**config.mk**
```make
export PLATFORM = sky130hd
export DESIGN_NAME = ahb_sram_arbiter
export DESIGN_NICKNAME = d
export VERILOG_FILES = /design/src/rtl/ahb_sram_arbiter.sv
export SDC_FILE = /design/constraint.sdc
export NUM_CORES = 1
export LEC_CHECK = 0
export BUFFER_PORTS_ARGS = -buffer_cell sky130_fd_sc_hd__buf_2
export CAP_MARGIN = 20
export CORE_AREA = 2 2 223 225
export DETAILED_ROUTE_END_ITERATION = 7
export DIE_AREA = 0 0 225 227
export SYNTH_ARGS = -nofsm -noshare
export SYNTH_HDL_FRONTEND = slang
export SYNTH_SLANG_ARGS = --single-unit
```
**constraint.sdc**
```tcl
create_clock -name hclk -period 2.8 [get_ports hclk]
set_clock_uncertainty 0.1 [all_clocks]
set_input_delay 0.14 -clock hclk [delete_from_list [all_inputs] [get_ports hclk]]
set_output_delay 0.14 -clock hclk [all_outputs]
set_load 0.005 [all_outputs]
```
**src/rtl/ahb_sram_arbiter.sv**
```systemverilog
// Round-robin AHB arbiter and address/write-data mux sharing one SRAM slave port
// between N_MST masters, with burst protection, locked transfers and data-phase tracking.
module ahb_sram_arbiter #(
  parameter int unsigned N_MST         = 2,
  parameter int unsigned HADDR_WIDTH   = 32,
  parameter int unsigned DATA_WIDTH    = 128,
  parameter int unsigned HMASTER_WIDTH = 8
) (
  input  logic                          hclk,
  input  logic                          hresetn,
  input  logic [N_MST-1:0]              hbusreq,
  input  logic [N_MST-1:0]              hlock,
  input  logic [N_MST*HADDR_WIDTH-1:0]  m_haddr,
  input  logic [N_MST*2-1:0]            m_htrans,
  input  logic [N_MST-1:0]              m_hwrite,
  input  logic [N_MST*3-1:0]            m_hsize,
  input  logic [N_MST*3-1:0]            m_hburst,
  input  logic [N_MST*DATA_WIDTH-1:0]   m_hwdata,
  input  logic [N_MST*DATA_WIDTH/8-1:0] m_hwstrb,
  input  logic                          hready,
  input  logic                          hresp,
  output logic [N_MST-1:0]              hgrant,
  output logic [HMASTER_WIDTH-1:0]      hmaster,
  output logic                          hmasterlock,
  output logic [HADDR_WIDTH-1:0]        s_haddr,
  output logic [1:0]                    s_htrans,
  output logic                          s_hwrite,
  output logic [2:0]                    s_hsize,
  output logic [2:0]                    s_hburst,
  output logic [DATA_WIDTH-1:0]         s_hwdata,
  output logic [DATA_WIDTH/8-1:0]       s_hwstrb
);

  localparam int unsigned PTR_W = (N_MST > 1) ? $clog2(N_MST) : 1;

  typedef enum logic [1:0] {
    TR_IDLE   = 2'b00,
    TR_BUSY   = 2'b01,
    TR_NONSEQ = 2'b10,
    TR_SEQ    = 2'b11
  } htrans_e;

  logic [PTR_W-1:0] gidx_q, gidx_d;
  logic [PTR_W-1:0] hmaster_q, hmaster_d;
  logic [PTR_W-1:0] data_owner_q, data_owner_d;
  logic [PTR_W-1:0] rr_ptr_q, rr_ptr_d;
  logic             hmasterlock_q, hmasterlock_d;
  logic             lock_hold_q, lock_hold_d;
  logic [3:0]       burst_left_q, burst_left_d;

  htrans_e          own_trans;
  logic [2:0]       own_burst;
  logic             own_lock;
  logic             grant_lock;
  logic [3:0]       burst_load;
  logic             rearb_ok;
  logic             win_found;
  logic [PTR_W-1:0] win_idx;
  logic [31:0]      rr_ext;

  // Attributes of the address-phase owner and of the current grantee
  always_comb begin
    own_trans  = TR_IDLE;
    own_burst  = '0;
    own_lock   = 1'b0;
    grant_lock = 1'b0;
    for (int unsigned i = 0; i < N_MST; i++) begin
      if (hmaster_q == PTR_W'(i)) begin
        own_trans = htrans_e'(m_htrans[2*i +: 2]);
        own_burst = m_hburst[3*i +: 3];
        own_lock  = hlock[i];
      end
      if (gidx_q == PTR_W'(i)) grant_lock = hlock[i];
    end
  end

  always_comb begin
    case (own_burst)
      3'd2, 3'd3: burst_load = 4'd3;
      3'd4, 3'd5: burst_load = 4'd7;
      3'd6, 3'd7: burst_load = 4'd15;
      default:    burst_load = 4'd0;
    endcase
  end

  // An error response abandons the burst even while the slave is still stalling
  always_comb begin
    burst_left_d = burst_left_q;
    if (hresp) begin
      burst_left_d = '0;
    end else if (hready) begin
      case (own_trans)
        TR_NONSEQ: burst_left_d = burst_load;
        TR_SEQ:    burst_left_d = (burst_left_q != 4'd0) ? burst_left_q - 4'd1 : 4'd0;
        default:   burst_left_d = burst_left_q;
      endcase
    end
  end

  always_comb begin
    lock_hold_d = lock_hold_q;
    if (hready && own_trans == TR_NONSEQ && own_lock) begin
      lock_hold_d = 1'b1;
    end else if (hready && own_trans == TR_IDLE && !own_lock) begin
      lock_hold_d = 1'b0;
    end
  end

  // Next-cycle lock state gates rearbitration so the edge accepting a locked NONSEQ keeps the grant
  assign rearb_ok = hready && !lock_hold_d &&
                    ((burst_left_d == 4'd0) || (own_trans == TR_IDLE));

  // Search order starts just after the last winner, wrapping modulo N_MST
  assign rr_ext = 32'(rr_ptr_q);

  always_comb begin
    win_found = 1'b0;
    win_idx   = '0;
    for (int unsigned k = 1; k <= N_MST; k++) begin
      for (int unsigned i = 0; i < N_MST; i++) begin
        if (!win_found && hbusreq[i] && (((rr_ext + k) % N_MST) == i)) begin
          win_found = 1'b1;
          win_idx   = PTR_W'(i);
        end
      end
    end
  end

  always_comb begin
    gidx_d        = gidx_q;
    rr_ptr_d      = rr_ptr_q;
    hmaster_d     = hmaster_q;
    hmasterlock_d = hmasterlock_q;
    data_owner_d  = data_owner_q;
    if (rearb_ok) begin
      if (win_found) begin
        gidx_d   = win_idx;
        rr_ptr_d = win_idx;
      end else begin
        gidx_d = '0;
      end
    end
    if (hready) begin
      hmaster_d     = gidx_q;
      hmasterlock_d = grant_lock;
      data_owner_d  = hmaster_q;
    end
  end

  always_ff @(posedge hclk) begin
    if (!hresetn) begin
      gidx_q        <= '0;
      hmaster_q     <= '0;
      data_owner_q  <= '0;
      rr_ptr_q      <= '0;
      hmasterlock_q <= 1'b0;
      lock_hold_q   <= 1'b0;
      burst_left_q  <= '0;
    end else begin
      gidx_q        <= gidx_d;
      hmaster_q     <= hmaster_d;
      data_owner_q  <= data_owner_d;
      rr_ptr_q      <= rr_ptr_d;
      hmasterlock_q <= hmasterlock_d;
      lock_hold_q   <= lock_hold_d;
      burst_left_q  <= burst_left_d;
    end
  end

  always_comb begin
    hgrant = '0;
    for (int unsigned i = 0; i < N_MST; i++) begin
      hgrant[i] = (gidx_q == PTR_W'(i));
    end
  end

  assign hmaster     = HMASTER_WIDTH'(hmaster_q);
  assign hmasterlock = hmasterlock_q;

  // Address phase follows hmaster, write data follows the data-phase owner
  always_comb begin
    s_haddr  = '0;
    s_htrans = '0;
    s_hwrite = 1'b0;
    s_hsize  = '0;
    s_hburst = '0;
    s_hwdata = '0;
    s_hwstrb = '0;
    for (int unsigned i = 0; i < N_MST; i++) begin
      if (hmaster_q == PTR_W'(i)) begin
        s_haddr  = m_haddr[HADDR_WIDTH*i +: HADDR_WIDTH];
        s_htrans = m_htrans[2*i +: 2];
        s_hwrite = m_hwrite[i];
        s_hsize  = m_hsize[3*i +: 3];
        s_hburst = m_hburst[3*i +: 3];
      end
      if (data_owner_q == PTR_W'(i)) begin
        s_hwdata = m_hwdata[DATA_WIDTH*i +: DATA_WIDTH];
        s_hwstrb = m_hwstrb[(DATA_WIDTH/8)*i +: (DATA_WIDTH/8)];
      end
    end
  end

endmodule

```
==> results.tsv, run 1 <==
stage	metric	value	unit
layout	drive_above_1_share	91.5	%
layout	area_delta_synth_final	127	%
floorplanning	core_area	48500	um^2
clock_network	cts_sinks	10	
pwr	irDropWorstVdd	0.161	mV
placed_design	postPlaceCellArea	6430	um^2
critical_path	ff2ff_setup_slack	560	ps
synth	synth_flop_cell	dfxtp_1	
worst_hold_path	hold_path_depth	2	
sta	grt_setup_unrepaired	false	
synth	synth_common_cells	mux2_2, clkbuf_1, dfxtp_1, buf_4, inv_1	
clock_network	post_cts_buffers	0	
global_routing	overflow	0	
floorplanning	die_h	227	um
layout	multi_input_area	2490	um^2
critical_path	startpoint_type	register	
clock_network	cts-resized-gates	0	
sta	max_slew_margin	66.6	%
critical_path	reg2reg_to	rr_ptr_q	
layout	fin_area	6520	um^2
critical_path	required	2830	ps
floorplanning	start_util	5.91	%
layout	nets	1220	
sta	fin_crit	2240	ps
synth	async_reset_ff_share	0	%
placed_design	place_congestion	0.926	
detailed_routing	routedWlPerCell	12.5	um
detailed_routing	via_per_inst	3.04	
synth	synth_seq_area_share	6.98	%
clock_network	cts_tree	built	
floorplanning	fp.dieArea	51100	um^2
detailed_routing	via_count	4445	
global_routing	antenna_found_initial	3	
clock_network	clockBufferDepth	2	
critical_path	r2r_cells	8	
global_routing	grt_usage	6.03	%
synth	synth_most_common_cell	mux2_2	
clock_network	cts_root_buf	clkbuf_16	
layout	n_fill_cell	5584	
sta	finalSetupTns	0	ps
placed_design	place_inst	1458	
worst_hold_path	holdPathEnd	rr_ptr_q	
synth	synth_top_cell_area_share	71.8	%
critical_path	cp_max_fo	4	
synth	yosysWarningCount	0	
synth	synth.ff_latch_count	10	
critical_path	crit_arrival	2270	ps
synth	synthCells	289	
floorplanning	io_pins	574	
placed_design	hpwl	16.7	mm
sta	tightest_slew	501	ps
floorplanning	num_rows	81	
synth	synth_area_leaders	mux2_2, dfxtp_1, clkbuf_1	
global_routing	grt_max_degree	69	
pwr	p_leak	0.00322	uW
flow_run	max_cap_violations	0	
sta	fmax	446	MHz
floorplanning	die_x	225	um
critical_path	crit_type	reg -> reg	
worst_hold_path	hp-class	in -> reg	
detailed_routing	drt-total-wl	18.3	mm
clock_network	hold_buffers	0	
clock_network	cts_buffers	3	
detailed_routing	drtIter0Drc	133	
clock_network	htreeDepth	1	
pwr	p_per_area	185	nW/um^2
detailed_routing	antenna_left	0	
synth	synth_edf_count	0	
worst_hold_path	hp-start	hresetn	
sta	hold_viol	0	
sta	finalCritPeriodShare	80.1	%
placed_design	io_buffers	566	
global_routing	grt_pass1_vias	3991	
layout	seqCellArea	205	um^2
detailed_routing	drc	0	
clock_network	clock_latency	240	ps
synth	yosys.cell_types.count	40	
synth	syn_area	2870	um^2
critical_path	critPathCaptureType	register	
run_status	status	complete, no violations	
critical_path	r2r_start	burst_left_q[0]	
sta	slew_violations	0	
clock_network	path_clk_slew	40	ps
sta	finalSetupViolCount	0	
synth	yosys.area.top_type	mux2_2	
global_routing	grt_pass1_wl	23.2	mm
detailed_routing	dr.pass1.iters	4	
synth	syn_avg_cell_area	9.93	um^2
layout	stdcell_count	1464	
## cell usage in the layout (no fill, tap or decap), types with 2 or more instances in the layout
master,synthesis,routed
a31oi_1,2,2
mux2i_1,4,4
dfxtp_1,10,8
conb_1,1,7
a311oi_1,3,3
mux2_2,183,183
nand2_1,4,4
clkbuf_16,0,3
o21ai_1,2,2
nand3_1,2,2
nor2_1,5,5
diode_2,0,2
buf_12,0,3
buf_4,9,4
a211oi_1,2,2
inv_1,7,7
buf_2,1,566
and2_1,6,6
a21oi_1,4,4
## metal layers
layer	wire, um	global-route usage, %	up-vias	share of wire (%)
met4	296	1.26	2	1.6
met2	8580	10.0	288	47
met1	7410	7.63	1964	40
li1	-	-	2174	-
met5	8	0	-	0.044
met3	2050	1.92	17	11
## final cells by class
| type | count | area share, % |
|---|---|---|
| diodes | 2 | 0.0767 |
| clock buffers | 4 | 1.36 |
| inverters | 8 | 0.460 |
| multi-input cells | 245 | 38.2 |
| flip-flops and latches | 10 | 3.15 |
| well taps | 622 | 11.9 |
| repair buffers | 573 | 44.8 |
## how the worst max path moves through the flow
stage | startpoint | endpoint | slack (ps) | cells past startpoint
2_1_floorplan | hmaster_q | gidx_q | 670 | 9
3_3_place_gp | hmaster_q | gidx_q | 570 | 8
3_5_place_dp | hmaster_q | gidx_q | 550 | 8
4_1_cts | hmaster_q | gidx_q | 550 | 8
5_1_grt | hmaster_q | gidx_q | 400 | 8
6_report | burst_left_q[0] | rr_ptr_q | 560 | 8
## cell families (layout without fill, tap and decap cells)
group           count (synthesis)  in the layout  synth area share [%]
compound gates                 20             20                  5.06
fa+ha+maj                       1              1                 0.436
buf+inv                        40            585                  6.98
flops                          10             10                  6.98
mux                           189            189                  74.5
other cells                     1              9                 0.131
simple gates                   28             28                  5.89
## sequential cells by signal, indices dropped and copies added, names as in the netlist
name / flops
lock_hold_q: 1
hmasterlock: 1
data_owner_q: 1
gidx_q: 1
hmaster_q: 1
rr_ptr_q: 1
burst_left_q: 4
## stage by stage
step	hold slack (ps)	power, uW	utilization [%]	setup slack, ps
final	106	1210	13.4	558
after global routing	113	1290	13.4	402
after floorplan	162	453	-	668
after detailed placement	345	923	13.2	546
after CTS	98.2	1220	13.4	550
after global placement	344	920	13.2	565
## critical path, cell delays in order, from the launching register on
cell	delay [ps]
dfxtp_1	340
inv_1	60
ha_1	230
or4_1	540
a211oi_2	280
nor4b_2	90
a21oi_2	210
nor2_1	60
o221a_1	230
## report_power, final
group          switching [uW]  internal, uW  total, uW
registers                9.50           150        160
clock network            71.4           215        287
logic                     301           461        762
total                     382           827       1210
Power figures use the tool's default switching activity.
==> run 2: changes to the inputs <==
--- a/config.mk
+++ b/config.mk
@@ -5,11 +5,12 @@
 export SDC_FILE = /design/constraint.sdc
 export NUM_CORES = 1
 export LEC_CHECK = 0
+export ABC_AREA = 1
 export BUFFER_PORTS_ARGS = -buffer_cell sky130_fd_sc_hd__buf_2
 export CAP_MARGIN = 20
-export CORE_AREA = 2 2 223 225
+export CORE_AREA = 2 2 225 227
 export DETAILED_ROUTE_END_ITERATION = 7
-export DIE_AREA = 0 0 225 227
+export DIE_AREA = 0 0 227 229
 export SYNTH_ARGS = -nofsm -noshare
 export SYNTH_HDL_FRONTEND = slang
 export SYNTH_SLANG_ARGS = --single-unit
==> constraint.sdc (replaced) <==
create_clock -name hclk -period 2.07 [get_ports hclk]
set_clock_uncertainty 0.1 [all_clocks]
set_input_delay 0.1035 -clock hclk [delete_from_list [all_inputs] [get_ports hclk]]
set_output_delay 0.1035 -clock hclk [all_outputs]
set_load 0.005 [all_outputs]
==> results.tsv, run 2 <==
stage	metric	value	unit	change
synth	synth_top_cell_area_share	53.8	%	was 71.8%
layout	n_fill_cell	5825		was 5584
global_routing	grt_usage	7.26	%	was 6.03%
layout	largest_reg_flops	4		unchanged
clock_network	cts_root_buf	clkbuf_16		unchanged
layout	seqCellArea	205	um^2	unchanged
floorplanning	fp.dieArea	52000	um^2	was 51100 um^2
layout	multi_input_area	2550	um^2	was 2490 um^2
sta	timing.hold.ws	61.0	ps	was 106 ps
global_routing	antenna_found_initial	15		was 3
critical_path	startpoint	data_owner_q		was burst_left_q[0]
detailed_routing	via_count	5073		was 4445
synth	synthCells	422		was 289
layout	layout_common_cells	buf_2, nand2_1, mux2_2		was buf_2, mux2_2, dfxtp_1
clock_network	cts-resized-gates	0		unchanged
synth	synth_xor_area_share	0	%	unchanged
synth	synth_compound_area_share	2.66	%	was 5.06%
critical_path	startpoint_type	register		unchanged
synth	synth_edf_count	0		unchanged
detailed_routing	routedWlPerCell	13.1	um	was 12.5 um
critical_path	cp_max_fo	52		was 4
synth	yosys.area.top_type	mux2_2		unchanged
synth	syn_area	3010	um^2	was 2870 um^2
sta	hold_viol	0		unchanged
floorplanning	core_area	49700	um^2	was 48500 um^2
clock_network	htreeDepth	1		unchanged
sta	grt_setup_unrepaired	false		unchanged
detailed_routing	drtIter0Drc	136		was 133
clock_network	post_cts_buffers	0		unchanged
pwr	total_power	1900	uW	was 1210 uW
synth	synth_common_cells	nand2_1, mux2_2, inv_1, buf_2		was mux2_2, clkbuf_1, dfxtp_1, buf_4, inv_1
global_routing	grt_pass1_wl	27.2	mm	was 23.2 mm
clock_network	clockBufferDepth	2		unchanged
clock_network	path_clk_slew	40	ps	about the same
critical_path	crit_slowest_cell	dfxtp_4		was or4_1
detailed_routing	via_per_inst	3.06		was 3.04
sta	finalCritPeriodShare	89.6	%	
run_status	status	complete, no violations		unchanged
critical_path	crit_arrival	1650	ps	was 2270 ps
pwr	p_per_area	282	nW/um^2	was 185 nW/um^2
synth	synth_area_leaders	mux2_2, nand2_1, dfxtp_1		was mux2_2, dfxtp_1, clkbuf_1
synth	yosysWarningCount	0		unchanged
synth	synth_top_family_by_area	multiplexers		unchanged
floorplanning	die_h	229	um	was 227 um
pwr	irDropWorstVdd	0.218	mV	was 0.161 mV
synth	synthAdderAreaFrac	0.415	%	was 0.436%
layout	fin_util	13.6	%	was 13.4%
sta	finalSetupTns	0	ps	unchanged
sta	finalSetupViolCount	0		unchanged
critical_path	required	1870	ps	was 2830 ps
synth	synth.ff_latch_count	10		unchanged
detailed_routing	dr.pass1.iters	4		unchanged
worst_hold_path	hp-start	hresetn		unchanged
layout	area_delta_synth_final	124	%	was 127%
critical_path	path_cells	buf_12 > buf_4 > mux2_2 > buf_2		was inv_1 > ha_1 > or4_1 > a211oi_2 > nor4b_2 > a21oi_2 > nor2_1 > o221a_1
layout	drive_above_1_share	76.7	%	was 91.5%
clock_network	cts_buffers	3		unchanged
detailed_routing	drc	0		unchanged
global_routing	overflow	0		unchanged
clock_network	cts_sinks	10		unchanged
synth	synth_flop_cell	dfxtp_1		unchanged
layout	nets	1355		was 1220
clock_network	cts_tree	built		unchanged
synth	synth.area.mux_share	53.8	%	was 74.5%
layout	final_common_cell	buf_2		unchanged
sta	slew_violations	0		unchanged
floorplanning	start_util	6.07	%	was 5.91%
synth	synth-simple-area-share	27.0	%	was 5.89%
clock_network	hold_buffers	0		unchanged
sta	fin_crit	1850	ps	
floorplanning	io_pins	574		unchanged
critical_path	r2r_start	hmaster_q		was burst_left_q[0]
floorplanning	die_x	227	um	was 225 um
synth	syn_avg_cell_area	7.14	um^2	was 9.93 um^2
detailed_routing	drt-total-wl	21.8	mm	was 18.3 mm
floorplanning	num_rows	82		was 81
detailed_routing	antenna_left	0		unchanged
synth	yosys.cell_types.count	22		was 40
placed_design	place_congestion	0.896		was 0.926
synth	synth_seq_area_share	6.64	%	was 6.98%
placed_design	hpwl	19.7	mm	was 16.7 mm
flow_run	max_cap_violations	0		unchanged
synth	synth_most_common_cell	nand2_1		was mux2_2
pwr	p_leak	0.00364	uW	was 0.00322 uW
critical_path	max_stage_delay	360	ps	was 540 ps
sta	fmax	539	MHz	
critical_path	critPathCaptureType	output port		was register
synth	async_reset_ff_share	0	%	unchanged
worst_hold_path	hp-class	in -> reg		unchanged
placed_design	io_buffers	566		unchanged
global_routing	grt_max_degree	53		was 69
clock_network	clock_latency	230	ps	was 240 ps
layout	regMostFlops	burst_left_q		unchanged
global_routing	grt_pass1_vias	4770		was 3991
critical_path	crit_type	reg -> out		was reg -> reg
-- run 2: cell types whose count changed after synthesis, sizes merged, moves of 11 or more --
cell | before | now
buf | 12 | 27
clkbuf | 20 | 8
inv | 8 | 24
mux2 | 184 | 144
nand2 | 4 | 167
nor2 | 5 | 16
-- run 2: path summary, 6_finish.rpt --
path,endpoint,slack (ps),depth (start not counted)
max,s_hwdata[53],220,4
min,data_owner_q,60,3
max reg2reg,rr_ptr_q,300,14
min reg2reg,lock_hold_q,360,2
-- run 2: cell type report --
type / count / area share (%)
flip-flops and latches: 10 / 3.04
multi-input cells: 359 / 37.8
diodes: 10 / 0.371
repair buffers: 578 / 43.8
clock buffers: 4 / 1.17
inverters: 24 / 1.33
well taps: 672 / 12.4
-- run 2: report_power, final --
group / internal (uW) / total (uW) / switching, uW
Combinational: 755 / 1340 / 588
Sequential: 205 / 216 / 11.6
Clock: 258 / 345 / 87.5
-- run 2: worst max-delay path: cells and delay by family, from the launching register on --
| kind | cells | cell delay [ps] |
|---|---|---|
| multiplexers | 1 | 350 |
| buffers and inverters | 3 | 580 |
| flip-flops | 1 | 360 |
-- run 2: logic make-up (layout without fill, tap and decap cells) --
group	Yosys count	in the layout
AND/OR/NAND/NOR	193	193
multiplexers	144	144
buffers and inverters	59	606
AO/OA/AOI/OAI	14	14
flip-flops	10	10
adder cells (fa/ha/maj)	1	1
other	1	17
-- run 2: per-stage QoR --
| stage | setup WS, ps | cells | cell area, um^2 |
|---|---|---|---|
| after detailed placement | 309 | 1643 | 6650 |
| after floorplan | 472 | 428 | 3040 |
| after CTS | 219 | 1647 | 6730 |
| final | 215 | 1657 | 6750 |
| after global placement | 282 | 1643 | 6650 |
| after global routing | 48.8 | 1656 | 6750 |
-- run 2: per-layer routing --
| metal | wire (um) | vias up | track usage, % |
|---|---|---|---|
| met5 | 0 | - | 0 |
| li1 | - | 2493 | - |
| met3 | 2480 | 36 | 1.90 |
| met2 | 10700 | 346 | 13.0 |
| met1 | 7570 | 2198 | 7.39 |
| met4 | 1030 | 0 | 4.80 |
